===== config.mk =====
export PLATFORM = sky130hd
export DESIGN_NAME = alu_seq
export DESIGN_NICKNAME = d
export VERILOG_FILES = /design/src/rtl/alu_seq_pkg.sv /design/src/rtl/alu_seq_muldiv.sv /design/src/rtl/alu_seq.sv
export SDC_FILE = /design/constraint.sdc
export NUM_CORES = 2
export LEC_CHECK = 0
export BUFFER_PORTS_ARGS = -buffer_cell sky130_fd_sc_hd__buf_2
export CAP_MARGIN = 20
export CORE_MARGIN = 4
export CORE_UTILIZATION = 43
export DETAILED_ROUTE_END_ITERATION = 12
export PLACE_DENSITY = 0.58
export SYNTH_ARGS = -nofsm -noshare
export SYNTH_HDL_FRONTEND = slang
export SYNTH_SLANG_ARGS = --single-unit

===== constraint.sdc =====
create_clock -name clock -period 4.8 [get_ports clock]
set_clock_uncertainty 0.2 [all_clocks]
set_input_delay 0.96 -clock clock [delete_from_list [all_inputs] [get_ports clock]]
set_output_delay 0.96 -clock clock [all_outputs]
set_load 0.05 [all_outputs]

===== src/rtl/alu_seq_pkg.sv =====
// Shared op codes, FSM encoding and divide special-result constants for alu_seq.
package alu_seq_pkg;

  localparam int unsigned OP_W  = 5;
  localparam int unsigned MAX_W = 64;

  localparam logic [OP_W-1:0] OP_OR   = 5'd0;
  localparam logic [OP_W-1:0] OP_AND  = 5'd1;
  localparam logic [OP_W-1:0] OP_ADD  = 5'd2;
  localparam logic [OP_W-1:0] OP_SUB  = 5'd3;
  localparam logic [OP_W-1:0] OP_NEG  = 5'd4;
  localparam logic [OP_W-1:0] OP_SHR  = 5'd5;
  localparam logic [OP_W-1:0] OP_SHL  = 5'd6;
  localparam logic [OP_W-1:0] OP_ROR  = 5'd7;
  localparam logic [OP_W-1:0] OP_ROL  = 5'd8;
  localparam logic [OP_W-1:0] OP_SHRA = 5'd9;
  localparam logic [OP_W-1:0] OP_MUL  = 5'd10;
  localparam logic [OP_W-1:0] OP_DIV  = 5'd11;
  localparam logic [OP_W-1:0] OP_NOT  = 5'd12;

  typedef enum logic [1:0] {
    IDLE = 2'd0,
    MUL  = 2'd1,
    DIV  = 2'd2,
    FIN  = 2'd3
  } state_t;

  // Quotient returned for a divide by zero; sliced to WIDTH by the user.
  localparam logic [MAX_W-1:0] DIV0_QUO    = '1;
  // Remainder returned for MIN / -1.
  localparam logic [MAX_W-1:0] DIV_OVF_REM = '0;

endpackage


===== src/rtl/alu_seq_muldiv.sv =====
// Iterative engine: radix-2 Booth multiply or restoring divide on magnitudes, one step per cycle.
module alu_seq_muldiv #(
  parameter int unsigned WIDTH = 32
) (
  input  logic                 clock,
  input  logic                 clear_n,
  input  logic                 go,
  input  logic                 is_div,
  input  logic [WIDTH-1:0]     a,
  input  logic [WIDTH-1:0]     b,
  output logic                 busy,
  output logic                 last,
  output logic [2*WIDTH-1:0]   prod_or_qr
);

  localparam int unsigned CW = $clog2(WIDTH);

  logic [CW-1:0]    cnt;
  logic             div_mode;
  logic [WIDTH:0]   hi;      // Booth accumulator (signed, one guard bit) or partial remainder
  logic [WIDTH-1:0] lo;      // multiplier being shifted out, or dividend/quotient shift register
  logic             q_m1;
  logic [WIDTH-1:0] m;       // multiplicand or divisor magnitude

  logic [WIDTH-1:0] a_mag;
  logic [WIDTH-1:0] b_mag;
  logic [WIDTH:0]   booth_sum;
  logic [WIDTH:0]   div_shift;
  logic [WIDTH:0]   div_diff;
  logic             div_ge;

  assign a_mag      = a[WIDTH-1] ? (WIDTH'(0) - a) : a;
  assign b_mag      = b[WIDTH-1] ? (WIDTH'(0) - b) : b;
  assign last       = busy && (cnt == CW'(WIDTH - 1));
  assign prod_or_qr = {hi[WIDTH-1:0], lo};

  // One Booth add/subtract and one restoring trial subtraction, selected by div_mode.
  always_comb begin
    booth_sum = hi;
    unique case ({lo[0], q_m1})
      2'b01:   booth_sum = hi + {m[WIDTH-1], m};
      2'b10:   booth_sum = hi - {m[WIDTH-1], m};
      default: booth_sum = hi;
    endcase
    div_shift = {hi[WIDTH-1:0], lo[WIDTH-1]};
    div_ge    = (div_shift >= {1'b0, m});
    div_diff  = div_shift - {1'b0, m};
  end

  // Load on go, then iterate WIDTH steps with the counter running 0..WIDTH-1.
  always_ff @(posedge clock) begin
    if (!clear_n) begin
      busy     <= 1'b0;
      div_mode <= 1'b0;
      cnt      <= '0;
      hi       <= '0;
      lo       <= '0;
      q_m1     <= 1'b0;
      m        <= '0;
    end else if (go) begin
      busy     <= 1'b1;
      div_mode <= is_div;
      cnt      <= '0;
      hi       <= '0;
      q_m1     <= 1'b0;
      lo       <= is_div ? a_mag : a;
      m        <= is_div ? b_mag : b;
    end else if (busy) begin
      cnt <= last ? '0 : cnt + CW'(1);
      if (last) busy <= 1'b0;
      if (div_mode) begin
        hi <= div_ge ? div_diff : div_shift;
        lo <= {lo[WIDTH-2:0], div_ge};
      end else begin
        hi   <= {booth_sum[WIDTH], booth_sum[WIDTH:1]};
        lo   <= {booth_sum[0], lo[WIDTH-1:1]};
        q_m1 <= lo[0];
      end
    end
  end

endmodule


===== src/rtl/alu_seq.sv =====
// Multi-cycle ALU: registered single-cycle unit plus iterative signed MUL/DIV under start/done.
module alu_seq
  import alu_seq_pkg::*;
#(
  parameter int unsigned WIDTH = 32,
  parameter int unsigned SHW   = $clog2(WIDTH)
) (
  input  logic                 clock,
  input  logic                 clear_n,
  input  logic                 start,
  input  logic [OP_W-1:0]      op,
  input  logic [WIDTH-1:0]     A,
  input  logic [WIDTH-1:0]     B,
  output logic                 ready,
  output logic                 done,
  output logic [2*WIDTH-1:0]   C,
  output logic                 zero,
  output logic                 neg,
  output logic                 carry,
  output logic                 ovf,
  output logic                 div_zero
);

  localparam logic [WIDTH-1:0] MIN_VAL = {1'b1, {(WIDTH-1){1'b0}}};

  state_t             state;
  logic [OP_W-1:0]    op_q;
  logic [WIDTH-1:0]   a_q;
  logic [WIDTH-1:0]   b_q;
  logic               sc_valid;

  logic               accept;
  logic               md_go;
  logic               md_busy;
  logic               md_last;
  logic [2*WIDTH-1:0] md_res;

  logic [SHW-1:0]     shamt;
  logic [WIDTH:0]     add_ext;
  logic [WIDTH:0]     sub_ext;
  logic [WIDTH-1:0]   neg_res;
  logic [2*WIDTH-1:0] rot_r;
  logic [2*WIDTH-1:0] rot_l;
  logic [WIDTH-1:0]   sra_res;
  logic [WIDTH-1:0]   sc_res;
  logic               sc_carry;
  logic               sc_ovf;
  logic [2*WIDTH-1:0] sc_c;

  logic [WIDTH-1:0]   quo_s;
  logic [WIDTH-1:0]   rem_s;
  logic [2*WIDTH-1:0] fin_c;
  logic               fin_ovf;
  logic               fin_dz;

  assign accept = start && ready;
  assign md_go  = accept && ((op == OP_MUL) || ((op == OP_DIV) && (B != '0)));

  alu_seq_muldiv #(.WIDTH(WIDTH)) u_muldiv (
    .clock      (clock),
    .clear_n    (clear_n),
    .go         (md_go),
    .is_div     (op == OP_DIV),
    .a          (A),
    .b          (B),
    .busy       (md_busy),
    .last       (md_last),
    .prod_or_qr (md_res)
  );

  assign shamt   = b_q[SHW-1:0];
  assign add_ext = {1'b0, a_q} + {1'b0, b_q};
  assign sub_ext = {1'b0, a_q} + {1'b0, ~b_q} + (WIDTH+1)'(1);
  assign neg_res = WIDTH'(0) - a_q;
  assign rot_r   = {a_q, a_q} >> shamt;
  assign rot_l   = {a_q, a_q} << shamt;
  assign sra_res = $signed(a_q) >>> shamt;
  assign sc_c    = {{WIDTH{sc_res[WIDTH-1]}}, sc_res};

  // Single-cycle result and flags from the operands latched on accept.
  always_comb begin
    sc_res   = a_q & b_q;
    sc_carry = 1'b0;
    sc_ovf   = 1'b0;
    case (op_q)
      OP_OR:   sc_res = a_q | b_q;
      OP_AND:  sc_res = a_q & b_q;
      OP_ADD: begin
        sc_res   = add_ext[WIDTH-1:0];
        sc_carry = add_ext[WIDTH];
        sc_ovf   = (a_q[WIDTH-1] == b_q[WIDTH-1]) && (add_ext[WIDTH-1] != a_q[WIDTH-1]);
      end
      OP_SUB: begin
        sc_res   = sub_ext[WIDTH-1:0];
        sc_carry = sub_ext[WIDTH];
        sc_ovf   = (a_q[WIDTH-1] != b_q[WIDTH-1]) && (sub_ext[WIDTH-1] != a_q[WIDTH-1]);
      end
      OP_NEG: begin
        sc_res = neg_res;
        sc_ovf = a_q[WIDTH-1] && neg_res[WIDTH-1];
      end
      OP_SHR:  sc_res = a_q >> shamt;
      OP_SHL:  sc_res = a_q << shamt;
      OP_ROR:  sc_res = rot_r[WIDTH-1:0];
      OP_ROL:  sc_res = rot_l[2*WIDTH-1:WIDTH];
      OP_SHRA: sc_res = sra_res;
      OP_NOT:  sc_res = ~a_q;
      default: sc_res = a_q & b_q;
    endcase
  end

  // Final MUL/DIV result: sign fix-up of magnitudes plus the two divide special cases.
  always_comb begin
    quo_s   = (a_q[WIDTH-1] ^ b_q[WIDTH-1]) ? (WIDTH'(0) - md_res[WIDTH-1:0]) : md_res[WIDTH-1:0];
    rem_s   = a_q[WIDTH-1] ? (WIDTH'(0) - md_res[2*WIDTH-1:WIDTH]) : md_res[2*WIDTH-1:WIDTH];
    fin_c   = md_res;
    fin_ovf = 1'b0;
    fin_dz  = 1'b0;
    if (op_q == OP_DIV) begin
      if (b_q == '0) begin
        fin_c  = {a_q, DIV0_QUO[WIDTH-1:0]};
        fin_dz = 1'b1;
      end else if ((a_q == MIN_VAL) && (b_q == '1)) begin
        fin_c   = {DIV_OVF_REM[WIDTH-1:0], MIN_VAL};
        fin_ovf = 1'b1;
      end else begin
        fin_c = {rem_s, quo_s};
      end
    end
  end

  // Control FSM with registered ready/done, result and flags.
  always_ff @(posedge clock) begin
    if (!clear_n) begin
      state    <= IDLE;
      ready    <= 1'b1;
      done     <= 1'b0;
      C        <= '0;
      zero     <= 1'b0;
      neg      <= 1'b0;
      carry    <= 1'b0;
      ovf      <= 1'b0;
      div_zero <= 1'b0;
      op_q     <= '0;
      a_q      <= '0;
      b_q      <= '0;
      sc_valid <= 1'b0;
    end else begin
      done     <= 1'b0;
      sc_valid <= 1'b0;
      if (sc_valid) begin
        C        <= sc_c;
        zero     <= (sc_c == '0);
        neg      <= sc_c[2*WIDTH-1];
        carry    <= sc_carry;
        ovf      <= sc_ovf;
        div_zero <= 1'b0;
        done     <= 1'b1;
      end
      unique case (state)
        IDLE: begin
          if (accept) begin
            op_q <= op;
            a_q  <= A;
            b_q  <= B;
            if (op == OP_MUL) begin
              state <= MUL;
              ready <= 1'b0;
            end else if (op == OP_DIV) begin
              state <= DIV;
              ready <= 1'b0;
            end else begin
              sc_valid <= 1'b1;
            end
          end
        end
        MUL: begin
          if (md_busy && md_last) state <= FIN;
        end
        DIV: begin
          if ((b_q == '0) || (md_busy && md_last)) state <= FIN;
        end
        FIN: begin
          C        <= fin_c;
          zero     <= (fin_c == '0);
          neg      <= fin_c[2*WIDTH-1];
          carry    <= 1'b0;
          ovf      <= fin_ovf;
          div_zero <= fin_dz;
          done     <= 1'b1;
          state    <= IDLE;
          ready    <= 1'b1;
        end
      endcase
    end
  end

endmodule

==> results.toml <==
[routing]
antenna_left = 0
first_iter_violations = 7167
drc = 1
vias = 42170
routedWlPerCell_um = 35.47
wl_mm = 210.8
firstDrtPassIters = 11
via_per_inst = 7.095

[yosys]
syn_avg_cell_area_um2 = 7.126
synth_top_family_by_area = "compound AO/OA/AOI/OAI gates"
ys_types = 93
ys_seq_area_share_pct = 15.48
synthArstFlopShare_pct = 0
synth_edf_count = 0
synth_mux_area_share_pct = 10.17
synthSimpleGateAreaFrac_pct = 22.66
synth_fa_ha_area_share_pct = 7.498
synth_compound_gate_area_share_pct = 31.74
yosys_warnings = 0
synth_seq_cells = 247
synthCells = 4482
synth-main-ff-cell = "dfxtp_1"
synth_area_um2 = 31940
synth_xor_xnor_area_share_pct = 5.375
synth_fp_nets = 4743

[floorplanning]
start_util_pct = 43.55
core_area_um2 = 73330
boundaryPins = 143
die-area_um2 = 78700
die_h_um = 280.5
row_count = 99
fp.dieW_um = 280.5

[cells_and_area]
fillers = 7147
areaGrowthSynthToFinish_pct = 23.05
fin_util_pct = 53.59
drive_above_1_share_pct = 21.72
finalNetCount = 5211
final_cell_mix = "640 x buf_4, 446 x nand2_1, 430 x nor2_1, 386 x a21oi_1, 236 x dfxtp_1"
layout_commonest_cell = "buf_4"
final_cells = 5943

[power]
p_leak_nw = 15.89
powerDensity_nw_per_um2 = 466.4
irDropWorstVdd_uv = 329.1

[clock_network]
hold_buffers = 0
root_buffer = "clkbuf_16"
h-tree-depth = 1
cts.path.max_buffers = 3
cts_tree = "built"
clk_latency_ps = 630
clock_sinks = 247
cts-buffers-inserted = 31
path_clk_slew_ps = 60

[placed_design]
hpwl_mm = 165.8
globalplace.congestion = 1.163
port_buffers = 142
dp.cells = 5864

[timing]
worst_slack_ps = -107.1
tightest_slew_ps = 1211
final_max_slew_viol_count = 0
period_share_pct = 102.2
finalHoldViolations = 0
maxSlewHeadroom_pct = 18.39
fmax_mhz = 203.8
fin_crit_ps = 4907
setup_viol = 25

[global_routing]
grt_pass1_vias = 38370
grt_max_degree = 178
antenna_found_initial = 20
grt_overflow_total = 0
grt_pass1_wl_mm = 290.6
globalRouteTotalUtil_pct = 51.16

[critical_path]
cp-end-kind = "register"
worst_ep_arrival_time_ps = 5280
critPathKind = "reg2reg"
crit_required_ps = 5170
critPathMaxFanout = 5
startpoint_type = "register"

[run_status]
status = "complete, but fails checks"
violations = "design-rule violations, negative setup slack"

[min_path]
holdCritPathClass = "reg2reg"

[job]
maxCapViolCount = 0
==> cell usage after synthesis, types with 25 or more instances <==
cell      number  area, µm²
a21oi_1      394       1972
a22oi_1       32      240.2
ha_1         185       2315
mux2i_1      144       1441
and2_1        29      181.4
nand4_1       49      306.5
a31oi_1       63      394.1
or3_1         49      306.5
inv_1        175      656.9
a21o_1        76      570.6
mux4_2        56       1261
o21a_1        34      255.2
o22ai_1       76      475.5
nor2b_1       65      406.6
and3_1        45      281.5
dfxtp_1      247       4945
o21ai_0      217       1086
a221oi_1      46      402.9
nand2b_1      38      237.7
xnor2_1      142       1244
nor4_1        57      356.6
xor2_1        54      473.0
o32ai_1       29      254.0
a211oi_1     141       1059
or4_1         29      217.7
mux2_2        43      484.2
o311a_1       25      250.2
nor3_1       134      670.6
buf_2         52      260.3
nand3_1       80      400.4
nor2_1       433       1625
clkbuf_1     292       1096
o211ai_1      68      510.5
nand2_1      446       1674
o31ai_1       45      337.8
buf_1         35      131.4
==> final timing paths <==
| path | start | to | slack, ps | cells after the start |
|---|---|---|---|---|
| hold reg to reg | b_q[8] | b_q[8] | 310 | 2 |
| hold / removal | b_q[8] | b_q[8] | 310 | 2 |
| setup / recovery | op_q[4] | zero | -110 | 16 |
| setup reg to reg | op_q[4] | zero | -110 | 16 |
==> flip-flops by register name, indices dropped and copies added (netlist names) <==
signal,cells
u_muldiv.lo,32
ovf,1
div_zero,1
u_muldiv.busy,1
sc_valid,1
b_q,32
state,2
a_q,32
done,1
op_q,5
u_muldiv.m,32
u_muldiv.cnt,5
u_muldiv.div_mode,1
C,64
u_muldiv.q_m1,1
carry,1
ready,1
zero,1
u_muldiv.hi,33
==> layer usage <==
layer	wire length [µm]	vias up	GRT usage (%)
met1	72070	19880	58.70
met4	23910	23	42.91
met2	84850	3479	74.76
met5	304	-	0.5495
li1	-	17670	-
met3	29680	1121	19.87
==> cell families after synthesis <==
| group | after synthesis |
|---|---|
| muxes | 247 |
| DFF | 247 |
| xor gates and xnor gates | 196 |
| buffers and inverters | 571 |
| adders and majority gates | 189 |
| AOI/OAI and AO/OA | 1509 |
| and+or+nand+nor | 1523 |
==> worst max-delay path, cell delays in order, from the launching register on <==
cell,delay (ps)
dfxtp_1,500
nor2b_1,150
buf_12,170
buf_4,140
nand2_1,430
o22ai_1,330
a21oi_1,280
buf_4,210
o32ai_1,130
o32ai_2,340
buf_4,240
o2111ai_2,180
or3_4,450
nor4_4,270
nand4_1,160
or4_1,540
o21ai_1,140
==> through the flow <==
step	hold slack (ps)	setup slack, ps	total power [W]	area [µm²]	setup TNS, ps
3_3_place_gp	279.6	-290.4	0.01488	37810	-290.7
4_1_cts	299.2	26.52	0.01739	39050	0
3_5_place_dp	285.7	-284.9	0.01484	37840	-290.8
5_1_grt	322.1	-47.05	0.01855	39280	-59.77
2_1_floorplan	264.7	6.695	0.009075	31980	0
6_report	309.1	-107.1	0.01833	39300	-1130
==> report_power, final <==
part | switching, W | leakage (nW) | internal (W)
sequential | 0.000351 | 2.01 | 0.00234
combinational | 0.00852 | 13.4 | 0.00467
clock | 0.00106 | 0.491 | 0.00139
==> layout make-up <==
class / count / area, µm² / area share [%]
well taps: 959 / 1200 / 3.053
clock inverters: 15 / 187.7 / 0.4776
multi-input cells: 3664 / 25000 / 63.62
diodes: 11 / 27.53 / 0.07004
clock buffers: 41 / 833.3 / 2.120
inverters: 183 / 703.2 / 1.789
flip-flops and latches: 247 / 4971 / 12.65
repair buffers: 823 / 6376 / 16.22
==> repair_timing <==
action | CTS | global route
gates cloned | 4 | 0
gates resized for setup | 10 | 38
pin swaps | 2 | 6
endpoints found under the setup margin | 2 | 33
buffers inserted | 0 | 5
endpoints found under the hold margin | 0 | 0
Note: power is estimated with default switching activity, not from simulation.
